### src/rtl/iterative_alu.sv
// MIPS-style ALU: logic, arithmetic and HI/LO ops finish in one cycle; shift-add multiply and restoring divide take WIDTH cycles.
// Latency: 1 cycle, or WIDTH+1 for mul/div. InReady drops while iterating, and requests seen during that time are dropped, not queued.
module iterative_alu #(
  parameter int WIDTH = 32,
  parameter int SHW   = $clog2(WIDTH)
) (
  input  logic             Clk,
  input  logic             Reset,
  input  logic             InValid,
  output logic             InReady,
  input  logic [4:0]       Ctl,
  input  logic [WIDTH-1:0] ReadData0,
  input  logic [WIDTH-1:0] ReadData1,
  input  logic             Exp,
  input  logic [31:0]      PCValue,
  output logic             OutValid,
  output logic [WIDTH-1:0] Res,
  output logic             Zero,
  output logic             Ovf,
  output logic             DivZero,
  output logic [31:0]      ExcPC,
  output logic [WIDTH-1:0] Hi,
  output logic [WIDTH-1:0] Lo
);

  localparam int CW = $clog2(WIDTH);
  localparam logic [CW-1:0] CNT_LAST = CW'(WIDTH - 1);

  localparam logic [4:0] OP_SLL  = 5'b01000, OP_SRL  = 5'b01001, OP_SRA  = 5'b01011;
  localparam logic [4:0] OP_ADD  = 5'b00010, OP_SUB  = 5'b00110, OP_AND  = 5'b00000;
  localparam logic [4:0] OP_OR   = 5'b00001, OP_XOR  = 5'b00011, OP_NOR  = 5'b00100;
  localparam logic [4:0] OP_SLT  = 5'b00111, OP_SLTU = 5'b00101;
  localparam logic [4:0] OP_MULT = 5'b10000, OP_MULTU = 5'b10001;
  localparam logic [4:0] OP_DIV  = 5'b10010, OP_DIVU  = 5'b10011;
  localparam logic [4:0] OP_MFHI = 5'b10100, OP_MFLO = 5'b10101;
  localparam logic [4:0] OP_MTHI = 5'b10110, OP_MTLO = 5'b10111;

  typedef enum logic [1:0] {IDLE, MUL, DIV} state_t;

  state_t state, state_nxt;
  logic [CW-1:0] cnt;
  logic [2*WIDTH-1:0] p;
  logic [WIDTH-1:0] opb, dvd;
  logic neg_q, neg_r, dz;

  logic accept, is_mul, is_div, sgn_op;
  logic [WIDTH-1:0] a, b, a_mag, b_mag, sum, diff, alu_res;
  logic alu_ovf;

  assign InReady = (state == IDLE);
  assign accept  = InValid && InReady;
  assign a       = ReadData0;
  assign b       = ReadData1;
  assign is_mul  = (Ctl == OP_MULT) || (Ctl == OP_MULTU);
  assign is_div  = (Ctl == OP_DIV) || (Ctl == OP_DIVU);
  assign sgn_op  = (Ctl == OP_MULT) || (Ctl == OP_DIV);
  assign a_mag   = (sgn_op && a[WIDTH-1]) ? -a : a;
  assign b_mag   = (sgn_op && b[WIDTH-1]) ? -b : b;
  assign sum     = a + b;
  assign diff    = a - b;

  always_comb begin
    alu_res = '0;
    alu_ovf = 1'b0;
    case (Ctl)
      OP_SLL:  alu_res = a << b[SHW-1:0];
      OP_SRL:  alu_res = a >> b[SHW-1:0];
      OP_SRA:  alu_res = $unsigned($signed(a) >>> b[SHW-1:0]);
      OP_ADD: begin
        alu_res = sum;
        alu_ovf = (a[WIDTH-1] == b[WIDTH-1]) && (sum[WIDTH-1] != a[WIDTH-1]);
      end
      OP_SUB: begin
        alu_res = diff;
        alu_ovf = (a[WIDTH-1] != b[WIDTH-1]) && (diff[WIDTH-1] != a[WIDTH-1]);
      end
      OP_AND:  alu_res = a & b;
      OP_OR:   alu_res = a | b;
      OP_XOR:  alu_res = a ^ b;
      OP_NOR:  alu_res = ~(a | b);
      OP_SLT:  alu_res = {{(WIDTH-1){1'b0}}, $signed(a) < $signed(b)};
      OP_SLTU: alu_res = {{(WIDTH-1){1'b0}}, a < b};
      OP_MFHI: alu_res = Hi;
      OP_MFLO: alu_res = Lo;
      OP_MTHI: alu_res = a;
      OP_MTLO: alu_res = a;
      default: alu_res = '0;
    endcase
  end

  // p holds {partial product, multiplier} for MUL and {remainder, dividend/quotient} for DIV
  logic [WIDTH:0] mul_sum, div_sh;
  logic [WIDTH-1:0] div_diff, q_raw, r_raw, hi_fin, lo_fin;
  logic [2*WIDTH-1:0] mul_step, div_step, prod;
  logic div_ge;

  assign mul_sum  = {1'b0, p[2*WIDTH-1:WIDTH]} + {1'b0, (p[0] ? opb : {WIDTH{1'b0}})};
  assign mul_step = {mul_sum, p[WIDTH-1:1]};
  assign div_sh   = {p[2*WIDTH-1:WIDTH], p[WIDTH-1]};
  assign div_ge   = div_sh >= {1'b0, opb};
  assign div_diff = div_sh[WIDTH-1:0] - opb;
  assign div_step = {(div_ge ? div_diff : div_sh[WIDTH-1:0]), p[WIDTH-2:0], div_ge};
  assign prod     = neg_q ? -mul_step : mul_step;
  assign q_raw    = div_step[WIDTH-1:0];
  assign r_raw    = div_step[2*WIDTH-1:WIDTH];

  always_comb begin
    hi_fin = prod[2*WIDTH-1:WIDTH];
    lo_fin = prod[WIDTH-1:0];
    if (state == DIV) begin
      if (dz) begin
        hi_fin = dvd;
        lo_fin = '1;
      end else begin
        hi_fin = neg_r ? -r_raw : r_raw;
        lo_fin = neg_q ? -q_raw : q_raw;
      end
    end
  end

  always_comb begin
    state_nxt = state;
    case (state)
      IDLE: begin
        if (accept && is_mul)      state_nxt = MUL;
        else if (accept && is_div) state_nxt = DIV;
      end
      MUL, DIV: if (cnt == CNT_LAST) state_nxt = IDLE;
      default:  state_nxt = IDLE;
    endcase
  end

  always_ff @(posedge Clk) begin
    if (Reset) state <= IDLE;
    else       state <= state_nxt;
  end

  always_ff @(posedge Clk) begin
    if (Reset) begin
      OutValid <= 1'b0;
      Res      <= '0;
      Zero     <= 1'b0;
      Ovf      <= 1'b0;
      DivZero  <= 1'b0;
      ExcPC    <= '0;
      Hi       <= '0;
      Lo       <= '0;
      cnt      <= '0;
      p        <= '0;
      opb      <= '0;
      dvd      <= '0;
      neg_q    <= 1'b0;
      neg_r    <= 1'b0;
      dz       <= 1'b0;
    end else begin
      OutValid <= 1'b0;
      Ovf      <= 1'b0;
      DivZero  <= 1'b0;
      case (state)
        IDLE: begin
          if (accept) begin
            cnt <= '0;
            if (is_mul || is_div) begin
              p     <= {{WIDTH{1'b0}}, (is_mul ? b_mag : a_mag)};
              opb   <= is_mul ? a_mag : b_mag;
              dvd   <= a;
              neg_q <= sgn_op && (a[WIDTH-1] ^ b[WIDTH-1]);
              neg_r <= sgn_op && a[WIDTH-1];
              dz    <= (b == '0);
            end else begin
              OutValid <= 1'b1;
              Res      <= alu_res;
              Zero     <= (alu_res == '0);
              Ovf      <= Exp && alu_ovf;
              if (Exp && alu_ovf) ExcPC <= PCValue;
              if (Ctl == OP_MTHI) Hi <= a;
              if (Ctl == OP_MTLO) Lo <= a;
            end
          end
        end
        MUL, DIV: begin
          p   <= (state == MUL) ? mul_step : div_step;
          cnt <= cnt + CW'(1);
          if (cnt == CNT_LAST) begin
            Hi       <= hi_fin;
            Lo       <= lo_fin;
            OutValid <= 1'b1;
            Res      <= lo_fin;
            Zero     <= (lo_fin == '0);
            DivZero  <= (state == DIV) && dz;
          end
        end
        default: cnt <= '0;
      endcase
    end
  end

endmodule

### config.mk
export PLATFORM = sky130hd
export DESIGN_NAME = iterative_alu
export DESIGN_NICKNAME = d
export VERILOG_FILES = /design/src/rtl/iterative_alu.sv
export SDC_FILE = /design/constraint.sdc
export NUM_CORES = 2
export LEC_CHECK = 0
export CORE_AREA = 2 2 287 403
export CTS_CLUSTER_DIAMETER = 100
export DETAILED_ROUTE_END_ITERATION = 8
export DIE_AREA = 0 0 289 405
export DONT_BUFFER_PORTS = 1
export GPL_TIMING_DRIVEN = 0
export PLACE_DENSITY = 0.53
export SYNTH_ARGS = -nofsm -noshare
export SYNTH_HDL_FRONTEND = slang
export SYNTH_SLANG_ARGS = --single-unit
### constraint.sdc
create_clock -name Clk -period 6.77 [get_ports Clk]
set_input_delay 1.6925 -clock Clk [delete_from_list [all_inputs] [get_ports Clk]]
set_output_delay 1.6925 -clock Clk [all_outputs]
set_load 0.02 [all_outputs]
==> results by group <==
Run status
  • Status: complete, but fails checks
  • Failing checks: max-capacitance violations, max-slew violations, negative setup slack

Clock network
  • Clock sinks: 270
  • Clk_lat worst skew: between 0.6 and 0.7 ns
  • # H-tree levels: 1
  • CTS tree: built
  • Cts bufs inserted: 27
  • Hold_buf cts: 0
  • Clock-pin slew on the worst setup and hold paths: around 0.080 ns
  • Root buffer cell: clkbuf_16
  • CTS max path bufs: 3

Power and ir drop
  • Power Density: 238 nW/um^2
  • Pleak: 12.5 nW
  • Max IR drop VDD: about 0.26 mV
  • Design Power: a little over 0.008 W

Floorplan
  • Chip height: around 400 um
  • I/O pin count: roughly 240
  • Initial core utilization: 27.7%
  • Core ar.: around 110000 um^2
  • Die width: ~290 um
  • Die ar.: between 100000 and 150000 um^2
  • Num rows: 147

Setup path
  • Worst path max stage delay: between 0.7 and 0.8 ns
  • Crit-path leading delay family: simple AND/OR/NAND/NOR gates
  • CP Class: input pin to flip-flop
  • Cell mode on critical path: nand4_1
  • Largest fanout on the critical path: 10
  • Slowest CP cell: clkdlybuf4s15_1
  • Crit end category: flip-flop
  • Worst Path Buf+Inv: 3
  • Startpoint types: input pin
  • CP cell instances: clkbuf_2 -> clkdlybuf4s15_1 -> nor2_2 -> buf_6 -> mux2i_1 -> o32ai_1 -> a22oi_1 -> nand4_1 -> a211oi_2 -> nand4_1 -> nor4_2 -> nand4_1 -> nor4_2 -> nand4_1 -> o32ai_1
  • WP data arrival: around 7.6 ns
  • Required time worst endpoint: ~7.3 ns

Logic synthesis
  • Number of synthesized flops with an enable pin: 0
  • Synth Instances: between 4000 and 5000
  • Net count after synthesis: 4665
  • Netlist Area Pre-Place: between 30000 and 40000 um^2
  • Synth Area in XOR/XNOR: approximately 6.5%
  • Top FF cell, synth: dfxtp_1
  • Seq cells post-synth: between 200 and 300
  • Combinational family with the most area after synthesis: compound AO/OA/AOI/OAI gates
  • Compound-Gate Fraction of Synth Area: between 20% and 30%
  • Mean Syn Cell Area: between 7 and 8 um^2
  • Post-synthesis mux area share: between 10% and 20%
  • Post-synth ARST share: 0%
  • Yosys cell types: 110
  • Ys Warns: 0
  • Simple-Gate Fraction of Synth Area: 22.9%
  • Adder and majority gate portion of the synthesized area: approximately 7.1%
  • Post-synthesis sequential area ratio: between 10% and 20%

Drt
  • Via density: 6.55
  • Routed vias: approximately 39000
  • Remaining routing DRC violations: 0
  • DRT iter0 DRCs: ~4400
  • Routed WL: 249000 um
  • Detailed Routing Iterations Pass 1: 6
  • Detailed-route wire length per cell: roughly 42 um
  • Routed Antenna Nets: 0

Timing
  • Hold WS: ~0.46 ns
  • Worst-margin pin slew: 1.64 ns
  • RSZ-0062 raised after global routing: true
  • Pins Over Slew Limit: 24
  • Clk_skew: between 0.015 and 0.02 ns
  • Crit path time final: roughly 7.1 ns
  • Max Clock Freq: 140 MHz
  • Number of failing hold endpoints at the final stage: 0
  • PnR worst setup slack: -0.353 ns
  • Slew HR: -9.61%
  • Fin crit share: 105%
  • # setup viols final: 2

Global routing
  • Largest net degree at the start of global routing: 20
  • Initial antenna violation count: 12
  • Vias in the first global route: about 38000
  • GRT Total Usage: between 40% and 50%
  • GRT overflow: 0
  • First-pass GRT wire length: between 300000 and 400000 um

Placed design
  • Hpwl dp: just over 200000 um
  • Placed cell area: roughly 33000 um^2
  • Port bufs: 0
  • Placer Congestion: approximately 1.1

Final layout
  • Share of cells above drive strength 1: under 10%
  • Fin area: about 35000 um^2
  • Util after Layout: between 30 and 40%
  • # nets final: between 4000 and 5000
  • Area delta synth->final: 11.0%
  • Fill cells: roughly 13000

Run
  • Max-cap check violation count: 5

Min path
  • HP Class: flip-flop to flip-flop
cell type report:
type	count	area [um^2]	area share (%)
clock inverter	19	239	0.683
inverter	160	612	1.75
buffer	370	1580	4.53
sequential	270	5410	15.5
clock buffer	31	711	2.03
multi-input combinational	3575	24300	69.5
antenna	9	22.5	0.0644
tap	1490	1860	5.33
timing repair buffer	24	219	0.626
power by group:
| group | internal [W] | total (W) | switching, W | leakage (nW) |
|---|---|---|---|---|
| Clock | 0.000897 | 0.00173 | 0.000832 | 0.451 |
| Sequential | 0.00171 | 0.00202 | 0.000309 | 2.19 |
| Combinational | 0.00125 | 0.00456 | 0.00331 | 9.84 |
worst paths after layout:
| path | from | endpoint | slack (ns) | cells after the start |
|---|---|---|---|---|
| setup / recovery | ReadData1[2] | Zero | -0.35 | 15 |
| hold / removal | opb[16] | opb[16] | 0.46 | 2 |
| setup reg to reg | p[31] | Zero | -0.02 | 22 |
| hold reg to reg | opb[16] | opb[16] | 0.46 | 2 |
kinds of logic after synthesis:
group | Yosys count
xor gates and xnor gates | 233
DFF | 270
and+or+nand+nor | 1569
AOI/OAI and AO/OA | 1355
adders and majority gates | 176
muxes | 242
buffers and inverters | 539
per-stage QoR:
| stage | cells | setup TNS, ns | setup slack [ns] |
|---|---|---|---|
| finish | 5948 | -0.371 | -0.353 |
| global route | 5939 | -0.0792 | -0.0792 |
| CTS | 5934 | -0.221 | -0.221 |
| detailed placement | 5880 | -230.58 | -4.18 |
| global placement | 5874 | -263.85 | -5.15 |
| floorplan | 4384 | 0 | 0.00871 |
layout by cell type, fill, tap and decap left out, types with 75 or more instances in the layout:
| cell | Yosys | final |
|---|---|---|
| nor3_1 | 121 | 112 |
| mux2i_1 | 136 | 136 |
| xor2_1 | 75 | 75 |
| ha_1 | 172 | 171 |
| a21oi_1 | 332 | 331 |
| nor2_1 | 520 | 517 |
| clkbuf_1 | 295 | 274 |
| o211ai_1 | 109 | 109 |
| dfxtp_1 | 270 | 268 |
| inv_1 | 156 | 153 |
| nand3_1 | 77 | 77 |
| a211oi_1 | 127 | 116 |
| o21ai_0 | 224 | 223 |
| nand2_1 | 512 | 510 |
| xnor2_1 | 158 | 158 |
registers in the layout (all words and copies together) (netlist names), 2 cells and up:
| name | flops |
|---|---|
| ExcPC | 32 |
| cnt | 5 |
| Lo | 32 |
| opb | 32 |
| dvd | 32 |
| state | 2 |
| Hi | 32 |
| Res | 32 |
| p | 64 |
cell usage after synthesis, types with 20 or more instances:
| cell | instances | area share, % |
|---|---|---|
| nor2_1 | 520 | 6.2 |
| nand2_1 | 512 | 6.1 |
| a21oi_1 | 332 | 5.3 |
| clkbuf_1 | 295 | 3.5 |
| dfxtp_1 | 270 | 17 |
| o21ai_0 | 224 | 3.6 |
| ha_1 | 172 | 6.8 |
| xnor2_1 | 158 | 4.4 |
| inv_1 | 156 | 1.9 |
| mux2i_1 | 136 | 4.3 |
| a211oi_1 | 127 | 3.0 |
| nor3_1 | 121 | 1.9 |
| o211ai_1 | 109 | 2.6 |
| nand3_1 | 77 | 1.2 |
| xor2_1 | 75 | 2.1 |
| mux4_2 | 74 | 5.3 |
| a22oi_1 | 62 | 1.5 |
| a311oi_1 | 60 | 1.7 |
| or3_1 | 43 | 0.85 |
| o31ai_1 | 41 | 0.98 |
| a21o_1 | 39 | 0.93 |
| nand4_1 | 39 | 0.77 |
| nor4_1 | 39 | 0.77 |
| buf_1 | 38 | 0.45 |
| buf_2 | 35 | 0.56 |
| nand2b_1 | 34 | 0.67 |
| mux2_2 | 32 | 1.1 |
| a31oi_1 | 31 | 0.61 |
| o21a_1 | 28 | 0.67 |
| o22ai_1 | 28 | 0.56 |
| a221oi_1 | 27 | 0.75 |
| and3_1 | 27 | 0.54 |
| and2_1 | 25 | 0.50 |
| o41ai_1 | 24 | 0.67 |
| o21ai_1 | 23 | 0.37 |
| nor2b_1 | 21 | 0.42 |
| or2_2 | 20 | 0.40 |
| or4_1 | 20 | 0.48 |
repair_timing:
action,CTS,global route
pin swaps,4,9
setup buffers,7,8
gates cloned,0,0
gates resized for setup,68,51
setup endpoints to repair,93,42
tightest hold or removal path, cell delays in order, from the launching register on:
cell and delay, ns:
dfxtp_1 0.31, nand2_1 0.05, a21oi_1 0.05
per-layer routing:
| metal | global-route usage (%) | routed length, um | up-vias |
|---|---|---|---|
| met5 | 0 | 12 | - |
| met4 | 45.0 | 33300 | 2 |
| met3 | 11.6 | 21200 | 1134 |
| met2 | 67.3 | 114000 | 2581 |
| met1 | 40.0 | 80600 | 19000 |
| li1 | - | - | 16200 |
(Power assumes the default switching activity.)
